$ cat config.mk
export PLATFORM = sky130hd
export DESIGN_NAME = vc_fifo_arbiter
export DESIGN_NICKNAME = d
export VERILOG_FILES = /design/src/rtl/vc_fifo_arbiter.sv
export SDC_FILE = /design/constraint.sdc
export NUM_CORES = 1
export LEC_CHECK = 0
export BUFFER_PORTS_ARGS = -buffer_cell sky130_fd_sc_hd__buf_2
export CAP_MARGIN = 20
export CORE_MARGIN = 4
export CORE_UTILIZATION = 42
export CTS_BUF_LIST = sky130_fd_sc_hd__clkbuf_8
export CTS_CLUSTER_SIZE = 24
export DETAILED_ROUTE_END_ITERATION = 7
export GPL_ROUTABILITY_DRIVEN = 0
export PLACE_DENSITY = 0.78
export SYNTH_ARGS = -nofsm -noshare
export SYNTH_HDL_FRONTEND = slang
export SYNTH_SLANG_ARGS = --single-unit
export TNS_END_PERCENT = 100
$ cat constraint.sdc
create_clock -name clk -period 1.61 [get_ports clk]
set_input_delay 0.322 -clock clk [delete_from_list [all_inputs] [get_ports clk]]
set_output_delay 0.322 -clock clk [all_outputs]
set_load 0.02 [all_outputs]
$ cat src/rtl/vc_fifo_arbiter.sv
// rtl/vc_fifo_arbiter.sv - moves words from four ingress VC FIFOs to four egress FIFOs by destination field
module vc_fifo_arbiter #(
    parameter int DATA_SIZE = 8,
    parameter int N_VC      = 4,
    parameter int DEST_MSB  = 7
) (
    input  logic                      clk,
    input  logic                      reset,
    input  logic                      arb_mode,
    input  logic [N_VC-1:0]           in_empty,
    input  logic [N_VC*DATA_SIZE-1:0] in_data,
    input  logic [N_VC-1:0]           in_error,
    input  logic [N_VC-1:0]           out_pause,
    input  logic [N_VC-1:0]           out_error,
    output logic [N_VC-1:0]           pop,
    output logic [N_VC-1:0]           push,
    output logic [DATA_SIZE-1:0]      data_o,
    output logic [1:0]                grant_id,
    output logic                      busy,
    output logic [7:0]                word_count,
    output logic                      err_sticky
);

    typedef enum logic [1:0] {
        S_IDLE,
        S_POP,
        S_WAIT,
        S_PUSH
    } state_t;

    state_t state;
    state_t state_nxt;

    // Round-robin pointer: the input served last; the scan starts one past it.
    logic [1:0] last;
    logic [1:0] last_nxt;
    // Arbitration mode captured at grant time so a mid-transfer change only affects the next grant.
    logic       mode_q;
    logic       mode_nxt;

    logic [N_VC-1:0]      pop_nxt;
    logic [N_VC-1:0]      push_nxt;
    logic [DATA_SIZE-1:0] data_nxt;
    logic [1:0]           grant_nxt;
    logic                 busy_nxt;
    logic [7:0]           count_nxt;

    logic [DATA_SIZE-1:0] in_word [N_VC];
    logic [DATA_SIZE-1:0] sel_word;
    logic [1:0]           dest;
    logic                 eligible;
    logic [1:0]           win_fix;
    logic [1:0]           win_rr;
    logic [1:0]           rr_idx;
    logic [1:0]           win;

    // Split the flat input bus into one word per VC.
    always_comb begin
        for (int i = 0; i < N_VC; i++) begin
            in_word[i] = in_data[i*DATA_SIZE +: DATA_SIZE];
        end
    end

    assign sel_word = in_word[grant_id];
    assign dest     = sel_word[DEST_MSB -: 2];

    // The destination is unknown before the pop, so any paused egress blocks a new grant.
    assign eligible = (out_pause == '0) && (in_empty != '1);

    // Winner selection: lowest non-empty index, or first non-empty index after the last served one.
    always_comb begin
        win_fix = '0;
        win_rr  = '0;
        rr_idx  = '0;
        for (int i = N_VC - 1; i >= 0; i--) begin
            if (!in_empty[i]) begin
                win_fix = 2'(i);
            end
        end
        for (int k = N_VC; k >= 1; k--) begin
            rr_idx = last + 2'(k);
            if (!in_empty[rr_idx]) begin
                win_rr = rr_idx;
            end
        end
        win = arb_mode ? win_fix : win_rr;
    end

    // State register and registered outputs.
    always_ff @(posedge clk) begin
        if (!reset) begin
            state      <= S_IDLE;
            pop        <= '0;
            push       <= '0;
            data_o     <= '0;
            grant_id   <= '0;
            busy       <= 1'b0;
            word_count <= '0;
            last       <= 2'd3;
            mode_q     <= 1'b0;
        end else begin
            state      <= state_nxt;
            pop        <= pop_nxt;
            push       <= push_nxt;
            data_o     <= data_nxt;
            grant_id   <= grant_nxt;
            busy       <= busy_nxt;
            word_count <= count_nxt;
            last       <= last_nxt;
            mode_q     <= mode_nxt;
        end
    end

    // Next-state and next-output decode; strobes default low so each lasts one cycle.
    always_comb begin
        state_nxt = state;
        pop_nxt   = '0;
        push_nxt  = '0;
        data_nxt  = data_o;
        grant_nxt = grant_id;
        busy_nxt  = busy;
        count_nxt = word_count;
        last_nxt  = last;
        mode_nxt  = mode_q;
        case (state)
            S_IDLE: begin
                if (eligible) begin
                    pop_nxt[win] = 1'b1;
                    grant_nxt    = win;
                    busy_nxt     = 1'b1;
                    mode_nxt     = arb_mode;
                    state_nxt    = S_POP;
                end
            end
            S_POP: begin
                state_nxt = S_WAIT;
            end
            S_WAIT: begin
                data_nxt       = sel_word;
                push_nxt[dest] = 1'b1;
                state_nxt      = S_PUSH;
            end
            S_PUSH: begin
                count_nxt = word_count + 8'd1;
                if (!mode_q) begin
                    last_nxt = grant_id;
                end
                busy_nxt  = 1'b0;
                state_nxt = S_IDLE;
            end
            default: begin
                state_nxt = S_IDLE;
            end
        endcase
    end

    // Any FIFO error latches until reset.
    always_ff @(posedge clk) begin
        if (!reset) begin
            err_sticky <= 1'b0;
        end else if ((|in_error) || (|out_error)) begin
            err_sticky <= 1'b1;
        end
    end

endmodule

Yosys cells after proc, flatten, opt, wreduce, memory -nomap -nowiden
Index checks and enable logic that the tools add are counted.
W data, S select, Z words.
{"block": "totals", "wordCells": 72, "in_bits": 51, "output_inout_bits": 28, "register_bits": 33}
{"block": "op_classes", "eq_ne": 5, "n_mux": 28, "n_lt_le_gt_ge": 9, "addsub": 4, "reduce_logical": 14, "bitwise": 2}
{"cell": "$mux W2", "n": 10}
{"cell": "$lt A2 B3 Y1 const B", "n": 6}
{"cell": "$bmux W8 S2", "n": 1}
{"cell": "$mux W8", "n": 2}
{"cell": "$add A8 B1 Y8 const B", "n": 1}
{"cell": "$bmux W1 S2", "n": 4}
{"cell": "$pmux W2 S4", "n": 1}
{"cell": "$reduce_and A2 Y1", "n": 4}
{"cell": "$reduce_or A4 Y1", "n": 2}
{"cell": "$mux W1", "n": 7}
{"cell": "$add A2 B2 Y2 const B", "n": 2}
{"cell": "$demux W1 S2", "n": 2}
{"cell": "$eq A2 B2 Y1 const B", "n": 2}
{"cell": "$ge A2 B1 Y1 const B", "n": 2}
{"cell": "$logic_not A4 Y1", "n": 1}
{"cell": "$ne A4 B4 Y1 const B", "n": 1}
{"cell": "$ge A3 B3 Y1 const B", "n": 1}
{"cell": "$logic_and A1 B1 Y1", "n": 3}
{"cell": "$not A2 Y3", "n": 1}
{"cell": "$reduce_and A3 Y1", "n": 1}
{"cell": "$add A2 B1 Y2 const B", "n": 1}
{"cell": "$eq A2 B1 Y1 const B", "n": 1}
{"cell": "$logic_not A2 Y1", "n": 1}
{"cell": "$ne A2 B2 Y1 const B", "n": 1}
{"cell": "other kinds (4)", "n": 4}

Longest topological paths before layout
{"block": "depth", "word_depth": 11, "ltp_mapped": 5, "mapped_depth_nobuf": 5}

Worst setup path after synthesis
No wires, ideal clock.
{"block": "synth_timing", "path_type": "flip-flop to flip-flop", "start": "register grant_id[0]", "end": "register data_o[6]", "period_less_slack_ps": 1591, "setup_ps": 128, "n_path_buf": 1, "t_required_ps": 1482, "path_stages_with_launch": 5, "arrival_ps": 1464, "setup_slack_ps": 19, "cell_sequence": "dfxtp_1 buf_2 mux4_2 mux2i_1 nor2_1"}
{"block": "synth_via", "elab_chain_cells": 4}
{"item": "start: declaration", "line_no": "18", "source": "output logic [1:0] grant_id,"}
{"item": "start signal: assignment", "line_no": "106", "source": "grant_id <= grant_nxt;"}
{"item": "$not A2 Y3 (not written as such)", "line_no": "64", "source": "assign sel_word = in_word[grant_id];"}
{"item": "$bmux W8 S2", "line_no": "64"}
{"item": "$mux W8 (not written as such) (2 in series)", "line_no": "64"}
{"item": "end signal: assignment", "line_no": "105", "source": "data_o <= data_nxt;"}
{"item": "end: declaration", "line_no": "17", "source": "output logic [DATA_SIZE-1:0] data_o,"}
No other way between the ends. The select of a mux whose other input is x is not followed.
A chain may end at the register's enable or synchronous reset.

Worst setup path after layout
{"block": "layout_timing", "start": "register last[1]", "end": "register pop[0]"}
{"block": "layout_via", "elab_chain_cells": 11, "word_cells_on_any_way": 21, "cone_classes": "add/sub: 3; order compare: 2; mux: 15; reduce/logical: 1"}
{"item": "start: declaration", "line_no": "35", "source": "logic [1:0] last;"}
{"item": "start signal: assignment", "line_no": "109", "source": "last <= last_nxt;"}
{"item": "$add A2 B2 Y2 or $bmux W1 S2 (tied branches)", "line_no": "81, 82"}
{"item": "$bmux W1 S2 or $mux W1 (tied branches)", "line_no": "82", "source": "if (!in_empty[rr_idx]) begin"}
{"item": "$mux W1 (not written as such) or $mux W2 (tied branches)", "line_no": "82"}
{"item": "$mux W2 (2 in series)", "line_no": "82"}
{"item": "$mux W2 *", "line_no": "82"}
{"item": "$mux W2 *", "line_no": "86", "source": "win = arb_mode ? win_fix : win_rr;"}
{"item": "$lt A2 B3 Y1 (not written as such) or $ge A2 B1 Y1 (tied branches)", "line_no": "128", "source": "pop_nxt[win] = 1'b1;"}
{"item": "$logic_and A1 B1 Y1 (not written as such)", "line_no": "128"}
{"item": "$mux W1 (not written as such)", "line_no": "128"}
{"item": "$demux W1 S2 *", "line_no": "128"}
{"item": "end signal: assignment", "line_no": "103", "source": "pop <= pop_nxt;"}
{"item": "end: declaration", "line_no": "15", "source": "output logic [N_VC-1:0] pop,"}
Every way passes the cells marked *; elsewhere a longest branch is shown, timed or not. The select of a mux whose other input is x is not followed.

==> impl_metrics.tcl <==
set metrics [dict create \
    netlist_area_um2 1550 \
    cp-end-kind "flop" \
    min_path_type "primary input to flop" \
    die-area_um2 4730 \
    syn-instance-count 150 \
    yosys.cell_count.top_type "dfxtp_1" \
    period_share 0.932 \
    clkTransAtPathRegs_ns 0.07 \
    period_needed_ns 1.50 \
    fmax_mhz 667 \
    powerDensity_nw_per_um2 1050 \
    synth_common_cells "dfxtp_1, nor2_1, mux2i_1" \
    cts_tree "built" \
    ctsResizeCount 0 \
    final_area_um2 2160 \
    wire_per_inst_um 12.5 \
    rows 21 \
    cts.sinks 33 \
    syn_area_per_cell_um2 10.3 \
    p_total_uw 2270 \
    cap_violations 0 \
    synth-seq-cells 33 \
    grt_pass1_vias 1291 \
    seqPwrFrac 0.411 \
    grt_overflow 0 \
    synthDominantCellAreaShare 0.426 \
    grt_max_degree 14 \
    placed_area_um2 2050 \
    p_leak_uw 0.000988 \
    io_pins 79 \
    crit_arrival_ns 1.67 \
    postCtsSetupBuffers 0 \
    final-max-slew-violation-count 0 \
    track_usage 0.158 \
    num_vias 1386 \
    yosysTopAreaCell "dfxtp_1" \
    synthTopCellsByArea "dfxtp_1, mux4_2, mux2i_1" \
    postCtsHoldBufs 0 \
    core_area_um2 3440 \
    internal-power_uw 1660 \
    dr.first_iter.drc_count 31 \
    required_ns 1.78 \
    grt_pass1_wl_um 5550 \
    max-vdd-ir-drop_uv 638 \
    die_h_um 68.8 \
    cts_made_buffers 5 \
    dr.pass1.iters 4 \
    async_flop_share 0 \
    final_core_util 0.628 \
    rsz0062_at_grt "false" \
    worstMarginPinSlew_ns 0.436 \
    ys_seq_area_frac 0.426 \
    cts.path.max_buffers 2 \
    sw_frac_of_total 0.269 \
    synth_flop_cell "dfxtp_1" \
    area_growth_pct 39.4 \
    initial_core_util 0.451 \
    yosysWarnings 0 \
    p_switching_uw 610 \
    setup_viol 0 \
    via_per_inst 4.90 \
    clock_skew_ns 0.00444 \
    synth.net_count 206 \
    final_antenna_net_count 0 \
    n_antenna_cell 0 \
    insertion_delay_ns 0.28 \
    nets 292 \
    power.share.clock 0.342 \
    slew_headroom 0.709 \
    htreeDepth 2 \
    synth_edf_count 0 \
    cp-start-kind "flop" \
    route.detailed.drc 0 \
    synth_cell_types 36 \
    dp_hpwl_um 2710 \
    antenna_found_initial 0 \
    drive_gt1_frac 0.464 \
    combPwrFrac 0.247 \
    status "complete, no violations" \
    die_w_um 68.8 \
    drt_wl_total_um 3530 \
    port_buffers 78 \
    cts_root_buf "clkbuf_8" \
    hold_viol 0 \
    crit_fanout 8 \
    crit_type "flop to flop" \
]
[flip-flops by register name (all words and copies together) (netlist names)]
register	count
pop	4
grant_id	2
state	2
busy	1
mode_q	1
push	4
word_count	8
data_o	8
err_sticky	1
last	2
[worst paths after layout]
path,startpoint,endpoint,slack [ns],cells after the start
worst min register to register,data_o[6]$_SDFFE_PN0P_,data_o[6]$_SDFFE_PN0P_,0.48,2
worst max register to register,last[1]$_SDFFE_PN1P_,pop[0]$_SDFF_PN0_,0.11,4
worst min-delay path,in_error[2],err_sticky$_SDFFE_PN0P_,0.29,3
worst max-delay path,last[1]$_SDFFE_PN1P_,pop[0]$_SDFF_PN0_,0.11,4
[critical path: stages (launching register included)]
cell,delay [ns]
dfxtp_1,0.47
mux2_2,0.37
o22ai_1,0.15
a22oi_1,0.17
and4_1,0.23
[final cells by class]
class | count | area [um2]
fillers | 312 | 1280
multi-input cells | 104 | 838
flip-flops and latches | 33 | 661
repair buffers | 87 | 470
clock buffers | 6 | 82.6
well taps | 46 | 57.6
clock inverters | 2 | 33.8
inverters | 5 | 18.8
[power groups by stage]
stage | clock [uW] | combinational [uW] | sequential, uW
after floorplan | 0 | 324 | 986
after global placement | 0 | 553 | 948
after detailed placement | 0 | 567 | 948
after CTS | 799 | 573 | 934
after global routing | 820 | 617 | 945
final | 777 | 560 | 933
[stage by stage]
| stage | hold slack, ns | setup WS (ns) | setup TNS [ns] | instances |
|---|---|---|---|---|
| 6_report | 0.285 | 0.110 | 0 | 283 |
| 5_1_grt | 0.295 | 0.000200 | 0 | 283 |
| 4_1_cts | 0.278 | 0.0953 | 0 | 283 |
| 3_5_place_dp | 0.473 | -0.0945 | -0.325 | 275 |
| 3_3_place_gp | 0.471 | -0.0501 | -0.170 | 275 |
| 2_1_floorplan | 0.461 | 0.0187 | 0 | 150 |
[per-layer routing]
layer	up-vias	GRT usage	routed length [um]
li1	704	-	-
met1	624	0.183	1450
met2	53	0.265	1680
met3	5	0.0583	366
met4	0	0.0584	40
met5	-	0	0
[placed cells by master, fill, tap and decap left out, types with 2 or more instances in the layout]
cell type   n
a21oi_1     5
a22oi_1     3
and4_1      2
buf_2      78
buf_4       8
clkbuf_8    6
dfxtp_1    33
ha_1        5
inv_1       6
mux2i_1    13
mux4_2      8
nand2_1     6
nand4_1     3
nor2_1     23
nor3_1      5
nor3b_2     2
o21ai_0     5
or3_1       3
xor2_1      4
[kinds of logic (layout without fill, tap and decap cells)]
| logic type | after synthesis | after routing | share of synthesized area |
|---|---|---|---|
| and+or+nand+nor | 52 | 52 | 0.181 |
| AOI/OAI and AO/OA | 20 | 20 | 0.0839 |
| DFF | 33 | 33 | 0.426 |
| buffers and inverters | 13 | 100 | 0.0339 |
| adders and majority gates | 5 | 5 | 0.0403 |
| xor gates and xnor gates | 5 | 5 | 0.0282 |
| muxes | 22 | 22 | 0.207 |
No activity file was read; power rests on OpenSTA's default activity.
